File: src/rtl/spi_link_ctrl_if.sv
// spi_link_ctrl_if
// Bundles every non-clock signal of spi_link_ctrl.
//   SPI side      : word_done, rx_word (to controller), tx_word (from controller)
//   Requester A/B : a_req/b_req, a_word/b_word (to controller), a_ack/b_ack (from controller)
//   Status        : x_coor, y_coor, coor_valid, link_up, drop_cnt, overrun (from controller)
// Modports:
//   slave  - the controller's view (spi_link_ctrl)
//   master - the environment's view (SPI word engine, requesters, status consumers)
interface spi_link_ctrl_if;
  logic        word_done;
  logic [31:0] rx_word;
  logic [31:0] tx_word;
  logic        a_req;
  logic        b_req;
  logic [31:0] a_word;
  logic [31:0] b_word;
  logic        a_ack;
  logic        b_ack;
  logic [15:0] x_coor;
  logic [15:0] y_coor;
  logic        coor_valid;
  logic        link_up;
  logic [7:0]  drop_cnt;
  logic        overrun;

  modport slave (
    input  word_done, rx_word, a_req, b_req, a_word, b_word,
    output tx_word, a_ack, b_ack, x_coor, y_coor, coor_valid,
           link_up, drop_cnt, overrun
  );

  modport master (
    output word_done, rx_word, a_req, b_req, a_word, b_word,
    input  tx_word, a_ack, b_ack, x_coor, y_coor, coor_valid,
           link_up, drop_cnt, overrun
  );
endinterface

File: src/rtl/spi_link_ctrl.sv
// spi_link_ctrl
// Sequences the 32-bit SPI slave word interface. Every completed frame is
// decoded into cursor coordinates (or counted as dropped if the line was
// idle-high), and the next transmit word is loaded from a round-robin grant
// between requester A (sample stream) and requester B (status).
//
// Ports:
//   clk   - system clock
//   reset - synchronous, active-high reset
//   bus   - spi_link_ctrl_if.slave (SPI word side, requesters, status outputs)
//
// Parameters:
//   FILL_WORD   - transmitted when no requester is pending
//   TIMEOUT_CYC - S_WAIT cycles without word_done before link_up drops
//
// Build option: define SPI_LINK_WATCHDOG_EN to include the link-health
// watchdog. Without it link_up is set by the first valid word and held
// until reset, and TIMEOUT_CYC has no effect.
module spi_link_ctrl #(
  parameter logic [31:0] FILL_WORD   = 32'h0000_0000,
  parameter int unsigned TIMEOUT_CYC = 1000000
) (
  input logic            clk,
  input logic            reset,
  spi_link_ctrl_if.slave bus
);

  localparam logic [0:0] S_LOAD = 1'b0;
  localparam logic [0:0] S_WAIT = 1'b1;

  logic [0:0]  state_q, state_d;
  logic        pend_q, pend_d;      // frame ended while loading: skip the wait
  logic        last_b_q, last_b_d;  // 1 = B was granted most recently
  logic [31:0] tx_word_q, tx_word_d;
  logic        a_ack_q, a_ack_d;
  logic        b_ack_q, b_ack_d;
  logic [15:0] x_coor_q, x_coor_d;
  logic [15:0] y_coor_q, y_coor_d;
  logic        coor_valid_q, coor_valid_d;
  logic        link_up_q, link_up_d;
  logic [7:0]  drop_cnt_q, drop_cnt_d;
  logic        overrun_q, overrun_d;

  logic rx_idle;
  logic grant_a;
  logic grant_b;

  // An all-ones word means the master was absent (MISO/MOSI floating high).
  assign rx_idle = (bus.rx_word == 32'hFFFF_FFFF);

  // B wins only when A is absent or A was the last one served.
  assign grant_a = bus.a_req && (!bus.b_req || last_b_q);
  assign grant_b = bus.b_req && !grant_a;

`ifdef SPI_LINK_WATCHDOG_EN
  localparam int WD_W = (TIMEOUT_CYC > 1) ? $clog2(TIMEOUT_CYC) : 1;
  localparam logic [WD_W-1:0] WD_LAST = WD_W'(TIMEOUT_CYC - 1);

  logic [WD_W-1:0] wd_cnt_q, wd_cnt_d;
`endif

  always_comb begin
    state_d      = state_q;
    pend_d       = pend_q;
    last_b_d     = last_b_q;
    tx_word_d    = tx_word_q;
    a_ack_d      = 1'b0;
    b_ack_d      = 1'b0;
    x_coor_d     = x_coor_q;
    y_coor_d     = y_coor_q;
    coor_valid_d = 1'b0;
    link_up_d    = link_up_q;
    drop_cnt_d   = drop_cnt_q;
    overrun_d    = overrun_q;

    // Receive path runs regardless of the transmit state.
    if (bus.word_done) begin
      if (rx_idle) begin
        if (drop_cnt_q != 8'hFF) begin
          drop_cnt_d = drop_cnt_q + 8'd1;
        end
      end else begin
        x_coor_d     = bus.rx_word[31:16];
        y_coor_d     = bus.rx_word[15:0];
        coor_valid_d = 1'b1;
        link_up_d    = 1'b1;
      end
    end

`ifdef SPI_LINK_WATCHDOG_EN
    // Counts consecutive quiet S_WAIT cycles; parks at the last value so
    // link_up stays low until traffic resumes.
    wd_cnt_d = wd_cnt_q;
    if (bus.word_done || (state_q == S_LOAD)) begin
      wd_cnt_d = '0;
    end else if (wd_cnt_q == WD_LAST) begin
      link_up_d = 1'b0;
    end else begin
      wd_cnt_d = wd_cnt_q + 1'b1;
    end
`endif

    case (state_q)
      S_LOAD: begin
        if (grant_a) begin
          tx_word_d = bus.a_word;
          a_ack_d   = 1'b1;
          last_b_d  = 1'b0;
        end else if (grant_b) begin
          tx_word_d = bus.b_word;
          b_ack_d   = 1'b1;
          last_b_d  = 1'b1;
        end else begin
          tx_word_d = FILL_WORD;
        end
        // A frame finishing here has already consumed the old tx_word, so
        // the next load must happen without waiting for another frame.
        if (bus.word_done) begin
          overrun_d = 1'b1;
          pend_d    = 1'b1;
        end
        state_d = S_WAIT;
      end
      S_WAIT: begin
        if (bus.word_done || pend_q) begin
          pend_d  = 1'b0;
          state_d = S_LOAD;
        end
      end
      default: begin
        state_d = S_LOAD;
      end
    endcase
  end

  always_ff @(posedge clk) begin
    if (reset) begin
      state_q      <= S_LOAD;
      pend_q       <= 1'b0;
      last_b_q     <= 1'b1;
      tx_word_q    <= FILL_WORD;
      a_ack_q      <= 1'b0;
      b_ack_q      <= 1'b0;
      x_coor_q     <= 16'h0000;
      y_coor_q     <= 16'h0000;
      coor_valid_q <= 1'b0;
      link_up_q    <= 1'b0;
      drop_cnt_q   <= 8'h00;
      overrun_q    <= 1'b0;
    end else begin
      state_q      <= state_d;
      pend_q       <= pend_d;
      last_b_q     <= last_b_d;
      tx_word_q    <= tx_word_d;
      a_ack_q      <= a_ack_d;
      b_ack_q      <= b_ack_d;
      x_coor_q     <= x_coor_d;
      y_coor_q     <= y_coor_d;
      coor_valid_q <= coor_valid_d;
      link_up_q    <= link_up_d;
      drop_cnt_q   <= drop_cnt_d;
      overrun_q    <= overrun_d;
    end
  end

`ifdef SPI_LINK_WATCHDOG_EN
  always_ff @(posedge clk) begin
    if (reset) begin
      wd_cnt_q <= '0;
    end else begin
      wd_cnt_q <= wd_cnt_d;
    end
  end
`endif

  assign bus.tx_word    = tx_word_q;
  assign bus.a_ack      = a_ack_q;
  assign bus.b_ack      = b_ack_q;
  assign bus.x_coor     = x_coor_q;
  assign bus.y_coor     = y_coor_q;
  assign bus.coor_valid = coor_valid_q;
  assign bus.link_up    = link_up_q;
  assign bus.drop_cnt   = drop_cnt_q;
  assign bus.overrun    = overrun_q;

endmodule

File: src/flat_wrapper.sv
// flat-port wrapper written by rule: the top's interface ports become plain ports
module spi_link_ctrl_flat 
#(
  parameter logic [31:0] FILL_WORD   = 32'h0000_0000,
  parameter int unsigned TIMEOUT_CYC = 1000000
)
  (clk, reset, bus_word_done, bus_rx_word, bus_a_req, bus_b_req, bus_a_word, bus_b_word, bus_tx_word, bus_a_ack, bus_b_ack, bus_x_coor, bus_y_coor, bus_coor_valid, bus_link_up, bus_drop_cnt, bus_overrun);
  spi_link_ctrl_if bus_i ();
  input logic clk;
  input logic reset;
  input wire logic [$bits(bus_i.word_done)-1:0] bus_word_done;
  input wire logic [$bits(bus_i.rx_word)-1:0] bus_rx_word;
  input wire logic [$bits(bus_i.a_req)-1:0] bus_a_req;
  input wire logic [$bits(bus_i.b_req)-1:0] bus_b_req;
  input wire logic [$bits(bus_i.a_word)-1:0] bus_a_word;
  input wire logic [$bits(bus_i.b_word)-1:0] bus_b_word;
  output wire logic [$bits(bus_i.tx_word)-1:0] bus_tx_word;
  output wire logic [$bits(bus_i.a_ack)-1:0] bus_a_ack;
  output wire logic [$bits(bus_i.b_ack)-1:0] bus_b_ack;
  output wire logic [$bits(bus_i.x_coor)-1:0] bus_x_coor;
  output wire logic [$bits(bus_i.y_coor)-1:0] bus_y_coor;
  output wire logic [$bits(bus_i.coor_valid)-1:0] bus_coor_valid;
  output wire logic [$bits(bus_i.link_up)-1:0] bus_link_up;
  output wire logic [$bits(bus_i.drop_cnt)-1:0] bus_drop_cnt;
  output wire logic [$bits(bus_i.overrun)-1:0] bus_overrun;
  assign bus_i.word_done = bus_word_done;
  assign bus_i.rx_word = bus_rx_word;
  assign bus_i.a_req = bus_a_req;
  assign bus_i.b_req = bus_b_req;
  assign bus_i.a_word = bus_a_word;
  assign bus_i.b_word = bus_b_word;
  assign bus_tx_word = bus_i.tx_word;
  assign bus_a_ack = bus_i.a_ack;
  assign bus_b_ack = bus_i.b_ack;
  assign bus_x_coor = bus_i.x_coor;
  assign bus_y_coor = bus_i.y_coor;
  assign bus_coor_valid = bus_i.coor_valid;
  assign bus_link_up = bus_i.link_up;
  assign bus_drop_cnt = bus_i.drop_cnt;
  assign bus_overrun = bus_i.overrun;
  spi_link_ctrl #(.FILL_WORD(FILL_WORD), .TIMEOUT_CYC(TIMEOUT_CYC)) u_core (.clk(clk), .reset(reset), .bus(bus_i));
endmodule
File: config.mk
export PLATFORM = sky130hd
export DESIGN_NAME = spi_link_ctrl_flat
export DESIGN_NICKNAME = d
export VERILOG_FILES = /design/src/rtl/spi_link_ctrl_if.sv /design/src/rtl/spi_link_ctrl.sv /design/src/flat_wrapper.sv
export SDC_FILE = /design/constraint.sdc
export NUM_CORES = 1
export LEC_CHECK = 0
export ABC_AREA = 1
export CAP_MARGIN = 20
export CORE_MARGIN = 5
export CORE_UTILIZATION = 37
export CTS_CLUSTER_SIZE = 14
export DETAILED_ROUTE_END_ITERATION = 8
export PLACE_DENSITY = 0.77
export SETUP_SLACK_MARGIN = 0.3
export SLEW_MARGIN = 5
export SYNTH_ARGS = -nofsm -noshare
export SYNTH_HDL_FRONTEND = slang
export SYNTH_SLANG_ARGS = --single-unit
File: constraint.sdc
create_clock -name clk -period 1.28 [get_ports clk]
set_input_delay 0.256 -clock clk [delete_from_list [all_inputs] [get_ports clk]]
set_output_delay 0.256 -clock clk [all_outputs]
set_load 0.01 [all_outputs]
* After elaboration in Yosys (flattened, before gate mapping)
Cells that the tools add are included.
** Storage, ports and cells
- Register bits :: 80
- Output and inout port bits :: 77
- Logic and storage cells :: 47
- Input bits :: 101
** Operators by class
- Reduce and logical (&&, ||, !) cells :: 15
- $add $sub $neg :: 1
- Equality and inequality tests :: 4
- Bitwise logic cells :: 3
- Muxes and demuxes :: 12
** Operators by type and width (count)
- $mux 32 :: 2
- $eq 32x32->1 const B :: 1
- $add 8x1->8 const B :: 1
- $mux 1 :: 8
- $ne 8x8->1 const B :: 1
- $reduce_and 2->1 :: 4
- $ne 2x2->1 const B :: 2
- $pmux 1 s2 :: 2
- $reduce_or 2->1 :: 2
- $not 1->1 :: 3
- $reduce_and 3->1 :: 1
- $reduce_or 3->1 :: 1
- $logic_and 1x1->1 :: 2
- $logic_not 1->1 :: 2
- $logic_or 1x1->1 :: 2
- $reduce_bool 2->1 :: 1

* Logic depth before layout (Yosys ltp)
- Word-level depth :: 7
- Gate-level depth with buffers :: 10
- Depth with buffers taken out :: 9

* Worst setup path after synthesis
Ideal clock, no wire load.
- Kind :: register -> register
- Start point :: register u_core.drop_cnt_q[0], in the netlist u_core.bus.drop_cnt[0]
- End point :: register u_core.drop_cnt_q[2], in the netlist u_core.bus.drop_cnt[2]
- Path buffers :: 1
- Library setup time :: 0.114 ns
- Period minus slack after synthesis :: 1.469 ns
- Required time :: 1.166 ns
- Path slack :: -0.189 ns
- Stages on the path, launching flop included :: 9
- Data arrival time :: 1.355 ns
- Cell sequence :: dfxtp_1 > ha_1 > nand2_1 > nor2_1 > a21boi_1 > nand3_1 > buf_2 > o21bai_1 > nor2_1
** Between the ends
- Cells in the longest elaborated chain, start to end :: 2
- Elaborated cells between the ends (all ways) :: 3
- Classes of those cells :: 1 x add/sub; 1 x eq/ne; 1 x reduce/logical
** RTL lines
- start: declaration :: line spi_link_ctrl.sv:41 : logic [7:0] drop_cnt_q, drop_cnt_d;
- start signal: assignment :: line spi_link_ctrl.sv:161 : drop_cnt_q <= drop_cnt_d;
- parallel branches: the longest is 2 deep, another holds $add 8x1->8
Parallel ways; which one is timed is not known.
A chain may end at the register's enable or synchronous reset.

* Final worst setup path
- Start point :: register u_core.drop_cnt_q[0], in the netlist u_core.bus.drop_cnt[0]
- End point :: register u_core.drop_cnt_q[4], in the netlist u_core.bus.drop_cnt[4]
Same word-level chain as after synthesis.

==> flow_summary.toml <==
[run_status]
run_status = "complete, but fails checks"
failed_checks = "negative setup slack"

[clock_tree]
insertion_delay_ns = 0.35
clock_tree_from_tritoncts = "done"
max-clock-path-buffers = 2
ctsHtreeMaxLevel = 3
number_of_clock_sinks_seen_by_cts = 80
cts_hold_buf = 0
ctsRootBufferMaster = "sky130_fd_sc_hd__clkbuf_8"
clkSlewWorstSetupHoldPaths_ns = 0.09
number_of_buffers_inserted_during_clock_tree_synthesis = 9

[pwr]
p_sw_mw = 1.95
intPower_mw = 4.73
leakagePower_nw = 3.70
power.share.sequential = 0.423
ir_worst_vdd_mv = 0.587
power.share.clock = 0.273
sw_frac_of_total = 0.292
power.total_mw = 6.69
cellPowerDensity_nw_per_um2 = 873
power.combinational.fraction = 0.304

[logic_synthesis]
synth_enable_flop_cells = 0
synth_cell_types = 25
dominantRegCellSynth = "sky130_fd_sc_hd__dfxtp_1"
syn_inst = 502
postSynthRegisterBits = 80
post_synth_most_frequent_cells = "sky130_fd_sc_hd__nand3_1 (101), sky130_fd_sc_hd__nand2_1 (98), sky130_fd_sc_hd__dfxtp_1 (80), sky130_fd_sc_hd__inv_1 (51), sky130_fd_sc_hd__o211ai_1 (32)"
synthesis.nets = 604
async_flop_share = 0
synthesis.yosys.warnings = 0
netlist_area_sq_um = 3740
synth.top_cell.area_share = 0.428
synth.avg_cell_area_sq_um = 7.45
netlist.top_cell.by_area = "sky130_fd_sc_hd__dfxtp_1"
synth-seq-area-share = 0.428
post_synth_main_area_contributors = "sky130_fd_sc_hd__dfxtp_1 (43%), sky130_fd_sc_hd__nand3_1 (14%), sky130_fd_sc_hd__nand2_1 (9.8%)"
post-synth-top-count-cell = "sky130_fd_sc_hd__nand3_1"

[floorplanning]
die_h_um = 111
floorplan.die_area_sq_um = 12200
die_x_um = 111
rows = 36
initial_utilization = 0.381
io-pin-count = 178
core_area_sq_um = 9820

[timing]
grt_setup_unrepaired = "true"
timing.final.setup_violations = 8
period_share = 1.06
final.setup.worst_slack_ns = -0.0772
post_route_clock_skew_ns = 0.0104
maxSlewViolCount = 0
slew_margin_rel = 0.760
worstMarginPinSlew_ns = 0.360
max_freq_mhz = 737
final_critical_period_ns = 1.36
hold_viol = 0

[cells_and_area]
drive_gt1_frac = 0.618
post_layout_nonfiller_instances = 884
area_delta_synth_final_pct = 105
nets = 849
number_of_antenna_repair_diodes = 0
filler_cell_count = 642
regArea_sq_um = 1710
multi_input_comb_area_sq_um = 2580
final_core_utilization = 0.780

[setup_path]
cp-start-kind = "flip-flop"
worst_setup_path_end_kind = "flip-flop"
crit_required_ns = 1.55
timing.critical_path.arrival_ns = 1.63
worst_path_class_setup = "reg2reg"
crit_fanout = 6

[worst_hold_path]
worstHoldPathType = "in2reg"

[placed_design]
gp_routability_congestion = 0.833
dpl.cell_count = 802
place.port_buffers = 177
place_hpwl_mm = 8.91

[global_route]
grt_start_max_net_pins = 36
vias_in_the_first_global_route = 4511
all_layer_gr_usage = 0.218
globalRoute.totalOverflow = 0
first_pass_grt_wire_length_mm = 22.2
grt_antenna_before_repair = 0

[drt]
initialDrtViolationCount = 225
length_of_the_first_detailed_routing_pass_in_iterations = 5
detailed_route_vias_per_instance = 5.31
vias = 4697
wl_per_cell_um = 19.1
post-route-drc-count = 0
sum_of_routed_wire_length_over_all_layers_mm = 16.9
final_antenna_net_count = 0

[run]
max_cap_viol_count = 0
-- layout make-up --
cell class / count / area share
clock buffers: 11 / 0.0185
clock inverters: 4 / 0.00588
inverters: 51 / 0.0266
multi-input cells: 339 / 0.337
flip-flops and latches: 80 / 0.224
well taps: 133 / 0.0217
repair buffers: 266 / 0.366
-- critical path: stages, from the launching register on --
cell                       delay [ns]
sky130_fd_sc_hd__dfxtp_4         0.35
sky130_fd_sc_hd__ha_4            0.16
sky130_fd_sc_hd__nand2_4         0.07
sky130_fd_sc_hd__nor2_4          0.04
sky130_fd_sc_hd__a21boi_4        0.17
sky130_fd_sc_hd__buf_12          0.14
sky130_fd_sc_hd__nand3_4         0.11
sky130_fd_sc_hd__nand2_2         0.10
sky130_fd_sc_hd__nand2_2         0.05
sky130_fd_sc_hd__nor2_2          0.11
-- timing repair --
action / in CTS / in global routing
endpoints found under the setup margin: 152 / 155
resized for setup: 495 / 314
pin swaps: 37 / 69
gates cloned: 5 / 8
hold endpoints to repair: 0 / 0
buffers inserted: 29 / 25
-- power by group through the flow --
stage          registers, mW  logic [mW]  clock network [mW]
6_report                2.83        2.03                1.83
2_1_floorplan           2.90       0.561                   0
4_1_cts                 2.79        1.57                1.87
3_3_place_gp            2.82        1.43                   0
3_5_place_dp            2.82        1.46                   0
5_1_grt                 2.85        2.15                1.98
-- per-layer routing --
layer	global-route usage	part of all wire
met5	0	0
met4	0.0780	0.045
met3	0.0569	0.060
met2	0.385	0.53
met1	0.252	0.36
-- cells by family (layout without fill, tap and decap cells) --
group | count (synthesis) | in the layout | share of synthesized area
flip-flops | 80 | 80 | 0.428
AO/OA/AOI/OAI | 72 | 72 | 0.140
buffers and inverters | 88 | 332 | 0.101
AND/OR/NAND/NOR | 257 | 262 | 0.318
XOR/XNOR | 4 | 4 | 0.00936
adder cells (fa/ha/maj) | 1 | 1 | 0.00334
-- cells in the final DEF (no fill, tap or decap), drive strengths merged --
cell type / n
o21ai: 2
o211ai: 32
clkinv: 4
clkbuf: 16
ha: 1
a21boi: 1
nand2: 124
buf: 194
nand3: 102
xor2: 4
a21oi: 34
dlygate4sd2: 2
bufinv: 1
clkdlybuf4s50: 64
dlymetal6s2s: 1
inv: 50
o21bai: 3
nor2: 34
dfxtp: 80
nand4: 2
-- state kept, by name, indices dropped and copies added, names as in the netlist --
signal	flops
u_core.bus.drop_cnt	8
u_core.bus.tx_word	32
u_core.state_q	1
u_core.bus.overrun	1
u_core.bus.a_ack	1
u_core.pend_q	1
u_core.bus.link_up	1
u_core.bus.y_coor	16
u_core.bus.coor_valid	1
u_core.bus.x_coor	16
u_core.last_b_q	1
u_core.bus.b_ack	1
-- metrics by stage --
stage / instance area, sq um / hold slack (ns) / setup TNS (ns) / setup WS, ns
2_1_floorplan: 3910 / 0.404 / -0.0132 / -0.0132
3_3_place_gp: 5850 / 0.446 / -32.82 / -0.593
3_5_place_dp: 5850 / 0.457 / -35.27 / -0.662
4_1_cts: 6720 / 0.179 / -0.275 / -0.0397
5_1_grt: 7660 / 0.166 / -1.57 / -0.169
6_report: 7660 / 0.177 / -0.438 / -0.0772
-- path summary, 6_finish.rpt --
kind	start	end	slack, ns	cells after the start
worst max register to register	u_core.bus.drop_cnt[0]	u_core.bus.drop_cnt[4]	-0.08	9
worst min-delay path	bus_rx_word[13]	u_core.bus.y_coor[13]	0.18	3
worst min register to register	u_core.bus.y_coor[14]	u_core.bus.y_coor[14]	0.47	2
worst max-delay path	u_core.bus.drop_cnt[0]	u_core.bus.drop_cnt[4]	-0.08	9
(Power assumes the default switching activity.)
